<file path="config.mk">
export PLATFORM = sky130hd
export DESIGN_NAME = burst_matrix_buffer
export DESIGN_NICKNAME = d
export VERILOG_FILES = /design/src/rtl/burst_matrix_buffer.sv
export SDC_FILE = /design/constraint.sdc
export NUM_CORES = 1
export LEC_CHECK = 0
export BUFFER_PORTS_ARGS = -buffer_cell sky130_fd_sc_hd__buf_2
export CORE_UTILIZATION = 57
export DETAILED_ROUTE_END_ITERATION = 8
export PLACE_DENSITY = 0.81
export SLEW_MARGIN = 0
export SYNTH_ARGS = -nofsm -noshare
export SYNTH_HDL_FRONTEND = slang
export SYNTH_SLANG_ARGS = --single-unit
</file>
<file path="constraint.sdc">
create_clock -name clock_in -period 3.9 [get_ports clock_in]
set_input_delay 0.39 -clock clock_in [delete_from_list [all_inputs] [get_ports clock_in]]
set_output_delay 0.39 -clock clock_in [all_outputs]
set_load 0.1 [all_outputs]
</file>
<file path="src/rtl/burst_matrix_buffer.sv">
// Burst-accessed store of NUM_MATRICES square signed matrices with a LANES-wide beat interface
// plus a combinational random-access element read port.
module burst_matrix_buffer #(
    parameter int unsigned DATA_WIDTH   = 8,
    parameter int unsigned MATRIX_DIM   = 3,
    parameter int unsigned NUM_MATRICES = 2,
    parameter int unsigned LANES        = 2,
    localparam int unsigned E  = MATRIX_DIM * MATRIX_DIM,
    localparam int unsigned MW = (NUM_MATRICES > 1) ? $clog2(NUM_MATRICES) : 1,
    localparam int unsigned AW = (E > 1) ? $clog2(E) : 1
) (
    input  logic                        clock_in,
    input  logic                        reset_n_in,
    input  logic                        cmd_valid_in,
    output logic                        cmd_ready_out,
    input  logic                        cmd_write_in,
    input  logic                        cmd_all_in,
    input  logic [MW-1:0]               cmd_matrix_in,
    input  logic                        wr_valid_in,
    input  logic [LANES*DATA_WIDTH-1:0] wr_data_in,
    output logic                        rd_valid_out,
    input  logic                        rd_ready_in,
    output logic [LANES*DATA_WIDTH-1:0] rd_data_out,
    input  logic                        abort_in,
    output logic                        done_out,
    input  logic [MW-1:0]               elem_matrix_in,
    input  logic [AW-1:0]               elem_addr_in,
    output logic [DATA_WIDTH-1:0]       elem_data_out
);

    localparam int unsigned B  = (E + LANES - 1) / LANES;
    localparam int unsigned BW = (B > 1) ? $clog2(B) : 1;

    localparam logic [1:0] StIdle  = 2'd0;
    localparam logic [1:0] StWrite = 2'd1;
    localparam logic [1:0] StRead  = 2'd2;

    logic [DATA_WIDTH-1:0]       r_mem [NUM_MATRICES*E];
    logic [1:0]                  r_state;
    logic [BW-1:0]               r_beat;
    logic [MW-1:0]               r_matrix;
    logic                        r_all;
    logic                        r_rd_valid;
    logic                        r_done;
    logic [LANES*DATA_WIDTH-1:0] r_rd_data;

    logic                        w_idle;
    logic                        w_accept;
    logic                        w_bad_cmd;
    logic                        w_last_beat;
    logic                        w_final;
    logic                        w_wr_fire;
    logic [BW-1:0]               w_next_beat;
    logic [MW-1:0]               w_next_matrix;
    logic [BW-1:0]               w_ld_beat;
    logic [MW-1:0]               w_ld_matrix;
    logic [LANES*DATA_WIDTH-1:0] w_ld_data;

    assign w_idle        = (r_state == StIdle);
    assign w_accept      = cmd_valid_in && w_idle;
    assign w_bad_cmd     = !cmd_all_in && (32'(cmd_matrix_in) >= NUM_MATRICES);
    assign w_last_beat   = (r_beat == BW'(B - 1));
    assign w_final       = w_last_beat && (!r_all || (r_matrix == MW'(NUM_MATRICES - 1)));
    assign w_wr_fire     = (r_state == StWrite) && wr_valid_in && !abort_in;
    assign w_next_beat   = w_last_beat ? '0 : r_beat + 1'b1;
    assign w_next_matrix = w_last_beat ? r_matrix + 1'b1 : r_matrix;

    // Beat to load into the read register: first beat on acceptance, else the following beat.
    assign w_ld_beat   = w_idle ? '0 : w_next_beat;
    assign w_ld_matrix = w_idle ? (cmd_all_in ? '0 : cmd_matrix_in) : w_next_matrix;

    always_comb begin
        w_ld_data = '0;
        for (int unsigned k = 0; k < LANES; k++) begin
            if ((32'(w_ld_beat) * LANES + k < E) && (32'(w_ld_matrix) < NUM_MATRICES)) begin
                w_ld_data[k*DATA_WIDTH +: DATA_WIDTH] =
                    r_mem[32'(w_ld_matrix) * E + 32'(w_ld_beat) * LANES + k];
            end
        end
    end

    always_comb begin
        elem_data_out = '0;
        if ((32'(elem_matrix_in) < NUM_MATRICES) && (32'(elem_addr_in) < E)) begin
            elem_data_out = r_mem[32'(elem_matrix_in) * E + 32'(elem_addr_in)];
        end
    end

    always_ff @(posedge clock_in or negedge reset_n_in) begin
        if (!reset_n_in) begin
            for (int unsigned i = 0; i < NUM_MATRICES * E; i++) begin
                r_mem[i] <= '0;
            end
        end else if (w_wr_fire) begin
            // Lanes past the last element of the final beat are dropped.
            for (int unsigned k = 0; k < LANES; k++) begin
                if (32'(r_beat) * LANES + k < E) begin
                    r_mem[32'(r_matrix) * E + 32'(r_beat) * LANES + k] <=
                        wr_data_in[k*DATA_WIDTH +: DATA_WIDTH];
                end
            end
        end
    end

    always_ff @(posedge clock_in or negedge reset_n_in) begin
        if (!reset_n_in) begin
            r_state    <= StIdle;
            r_beat     <= '0;
            r_matrix   <= '0;
            r_all      <= 1'b0;
            r_rd_valid <= 1'b0;
            r_rd_data  <= '0;
            r_done     <= 1'b0;
        end else begin
            r_done <= 1'b0;
            case (r_state)
                StIdle: begin
                    if (w_accept) begin
                        r_beat   <= '0;
                        r_all    <= cmd_all_in;
                        r_matrix <= w_ld_matrix;
                        if (w_bad_cmd) begin
                            r_done <= 1'b1;
                        end else if (cmd_write_in) begin
                            r_state <= StWrite;
                        end else begin
                            r_state    <= StRead;
                            r_rd_valid <= 1'b1;
                            r_rd_data  <= w_ld_data;
                        end
                    end
                end
                StWrite: begin
                    if (abort_in) begin
                        r_state <= StIdle;
                    end else if (wr_valid_in) begin
                        if (w_final) begin
                            r_state <= StIdle;
                            r_beat  <= '0;
                            r_done  <= 1'b1;
                        end else begin
                            r_beat   <= w_next_beat;
                            r_matrix <= w_next_matrix;
                        end
                    end
                end
                StRead: begin
                    if (abort_in) begin
                        r_state    <= StIdle;
                        r_rd_valid <= 1'b0;
                    end else if (r_rd_valid && rd_ready_in) begin
                        if (w_final) begin
                            r_state    <= StIdle;
                            r_rd_valid <= 1'b0;
                            r_beat     <= '0;
                            r_done     <= 1'b1;
                        end else begin
                            r_beat    <= w_next_beat;
                            r_matrix  <= w_next_matrix;
                            r_rd_data <= w_ld_data;
                        end
                    end
                end
                default: r_state <= StIdle;
            endcase
        end
    end

    assign cmd_ready_out = w_idle;
    assign rd_valid_out  = r_rd_valid;
    assign rd_data_out   = r_rd_data;
    assign done_out      = r_done;

endmodule

</file>
==> flow_metrics.tcl <==
set metrics [dict create \
    grt_max_degree 105 \
    synth-edff-count 0 \
    fin_skew_ns 0.0128 \
    required_ns 4.22 \
    wirelength_microns 49800 \
    path_common_cell "nand2_1" \
    synth_area_sq_um 11800 \
    worstPathCellList "inv_1 > ha_1 > nand2_1 > a221o_1 > inv_2 > buf_4 > nand2_1 > o221a_2 > nor4_2 > o21ai_0" \
    coreArea_sq_um 20200 \
    slew_violations 0 \
    slew_headroom_pct 29.1 \
    initial_utilization_pct 58.2 \
    cp_top_family "buffers and inverters" \
    setup_violations 0 \
    syn_to_final_growth_pct 9.45 \
    max_freq_mhz 270 \
    ant_nets 0 \
    tns_ns 0 \
    synthArstFlopShare_pct 100 \
    synth_cells 1339 \
    cts_made_buffers 17 \
    grt_pass1_vias 11950 \
    syn_area_per_cell_sq_um 8.80 \
    vdd.ir_drop.worst_mv 0.428 \
    rsz0062_at_grt "no" \
    cap_violations 0 \
    ys_warn_count 0 \
    clk_latency_ns 0.46 \
    fin_crit_sh_pct 95.1 \
    status "finished, final reports clean" \
    clk_path_buf_depth 2 \
    path_class "register to register" \
    fp.dieW_microns 146 \
    pwr-share-comb_pct 56.4 \
    grt_pass1_wl_microns 74500 \
    finish.utilization_pct 63.7 \
    first_iter_violations 2246 \
    p_sw_w 0.00637 \
    cts_tree "yes" \
    crit_path_start_kind "register" \
    io_pins 57 \
    gp_congestion 1.12 \
    synth_seq_cells 169 \
    switching_share_pct 53.0 \
    tightest_slew_ns 1.05 \
    synth-main-ff-cell "dfrtp_1" \
    antenna_found_initial 0 \
    grt_usage_pct 47.2 \
    drive_above_1_share_pct 16.4 \
    vias 12703 \
    clkTransAtPathRegs_ns 0.08 \
    p_int_w 0.00564 \
    nFillCells 1727 \
    drt_pass1_iterations 8 \
    dp_hpwl_microns 34300 \
    hp-class "input pin to asynchronous set/reset pin" \
    hold_violations 0 \
    pwr-share-seq_pct 29.2 \
    yosysUniqueCellTypes 76 \
    htree_levels 4 \
    postCtsSetupRepairBufs 0 \
    end_kind "register" \
    grt-ovfl-total 0 \
    critical_path.slowest_cell "ha_1" \
    path_buf_inv 3 \
    cp_slowest_stage_delay_ns 0.47 \
    cts_sinks 169 \
    vias_per_cell 7.84 \
    seq_area_frac_synth_pct 35.9 \
    power.leakage_nw 5.21 \
    critPathArrivalTime_ns 4.02 \
    power_density_nw_per_um2 932 \
    port_buffers 56 \
    synth.net_count 1381 \
    die_height_microns 146 \
    routedWlPerCell_microns 30.7 \
    layout_min_cycle_time_ns 3.71 \
    p_clk_share_pct 14.4 \
    root_buffer "clkbuf_16" \
    drc 0 \
    cp_max_fo 21 \
    rows 52 \
    dieArea_sq_um 21200 \
    nets 1379 \
]
## cell usage in the layout, fill, tap and decap left out, types with 8 or more instances in the layout
| cell type | netlist | final |
|---|---|---|
| a22oi_1 | 54 | 54 |
| a32oi_1 | 16 | 16 |
| o2bb2ai_1 | 8 | 8 |
| a31oi_1 | 9 | 9 |
| nand2b_1 | 10 | 10 |
| nor3_1 | 8 | 8 |
| inv_1 | 16 | 16 |
| dfrtp_1 | 169 | 169 |
| buf_2 | 28 | 55 |
| mux4_2 | 37 | 37 |
| nor2_1 | 105 | 97 |
| mux2_2 | 11 | 11 |
| o21ai_0 | 72 | 72 |
| o221ai_1 | 16 | 16 |
| o21ai_1 | 13 | 12 |
| clkbuf_16 | 0 | 17 |
| a21oi_2 | 8 | 8 |
| a211oi_1 | 9 | 9 |
| a2bb2oi_1 | 51 | 51 |
| ha_1 | 12 | 10 |
| a21oi_1 | 84 | 84 |
| mux2i_1 | 53 | 53 |
| nand3_1 | 33 | 33 |
| o211ai_1 | 12 | 12 |
| nand2_1 | 186 | 186 |
| buf_4 | 6 | 42 |
| o22ai_1 | 112 | 112 |
| and3_1 | 8 | 8 |
## synthesized netlist by cell type (8+ instances only)
cell type    n  area share (%)
a211oi_1     9            0.57
o211ai_1    12            0.76
clkbuf_1    62             2.0
o21ai_1     13            0.55
a21oi_2      8            0.59
mux2i_1     53             4.5
buf_1       25            0.80
ha_1        12             1.3
mux2_2      11             1.1
a31oi_1      9            0.48
mux4_2      37             7.1
dfrtp_1    169              36
nand3_1     33             1.4
buf_2       28             1.2
nor3_1       8            0.34
inv_1       16            0.51
o2bb2ai_1    8            0.59
o22ai_1    112             5.9
nand2_1    186             5.9
a22oi_1     54             3.4
o221ai_1    16             1.2
and3_1       8            0.42
nor2_1     105             3.3
nand2b_1    10            0.53
a21oi_1     84             3.6
a32oi_1     16             1.2
a2bb2oi_1   51             3.8
o21ai_0     72             3.1
## state kept, by name, indices dropped and copies added, names as in the netlist
register      flops
r_beat            3
done_out          1
r_all             1
r_state           2
r_matrix          1
rd_data_out      16
rd_valid_out      1
r_mem           144
## stage by stage
step	power [W]	hold WS, ns	setup slack (ns)	cell area (sq um)	cells
global route	0.0124	0.119	0.0643	12900	1620
detailed placement	0.00987	0.470	0.249	12300	1588
finish	0.0120	0.0563	0.192	12900	1621
CTS	0.0116	0.108	0.223	12900	1620
global placement	0.00980	0.477	0.269	12300	1588
floorplan	0.00780	0.0944	0.0221	11800	1339
## metal layers
layer  vias up  global-route usage [%]  routed length, microns
met2      1272                    66.9                   20500
li1       5152                       -                       -
met1      5983                    60.0                   17100
met3       296                    17.8                    8280
met4         0                    31.6                    3950
met5         -                       0                       0
## final cells by class
| cell class | instances | area [sq um] | area share, % |
|---|---|---|---|
| antenna | 1 | 2.50 | 0.0194 |
| sequential | 169 | 4230 | 32.8 |
| tap | 270 | 338 | 2.62 |
| clock buffer | 17 | 425 | 3.30 |
| multi-input combinational | 1029 | 7010 | 54.3 |
| inverter | 19 | 71.3 | 0.553 |
| clock inverter | 15 | 159 | 1.23 |
| timing repair buffer | 101 | 662 | 5.13 |
## cells by family (layout without fill, tap and decap cells)
| family | after synthesis | after routing | share of synthesized area (%) |
|---|---|---|---|
| AOI/OAI and AO/OA | 523 | 523 | 30.3 |
| DFF | 169 | 169 | 35.9 |
| and+or+nand+nor | 388 | 388 | 14.5 |
| adders and majority gates | 12 | 12 | 1.27 |
| buffers and inverters | 141 | 152 | 5.04 |
| other | 0 | 1 | 0 |
| xor gates and xnor gates | 5 | 5 | 0.372 |
| muxes | 101 | 101 | 12.6 |
## worst register-to-register path: stages, from the launching register on
cell and delay (ns):
dfrtp_1 0.39, inv_1 0.23, ha_1 0.47, nand2_1 0.18
a221o_1 0.35, inv_2 0.34, buf_4 0.39, nand2_1 0.28
o221a_2 0.37, nor4_2 0.41, o21ai_0 0.16
## path summary, 6_finish.rpt
path                                 start         endpoint  slack, ns  cells past startpoint
max in group asynchronous       reset_n_in       r_mem[101]       2.95                      2
min in group clock_in           cmd_all_in            r_all       0.18                      2
max                              r_beat[1]   rd_data_out[1]       0.19                     10
max reg2reg                      r_beat[1]   rd_data_out[1]       0.19                     10
min reg2reg                rd_data_out[15]  rd_data_out[15]       0.49                      2
min                             reset_n_in       r_state[1]       0.06                      1
## power by group through the flow
stage          Sequential, W  Clock (W)  Combinational [W]
2_1_floorplan        0.00342          0            0.00438
3_3_place_gp         0.00338          0            0.00642
3_5_place_dp         0.00339          0            0.00648
4_1_cts              0.00337    0.00172            0.00651
5_1_grt              0.00348    0.00178            0.00714
6_report             0.00351    0.00172            0.00678
## what timing repair did
action                     4_1_cts  5_1_grt
setup endpoints to repair        0        1
hold buffers                     0        0
gates resized for setup          0        1
Power figures use the tool's default switching activity.
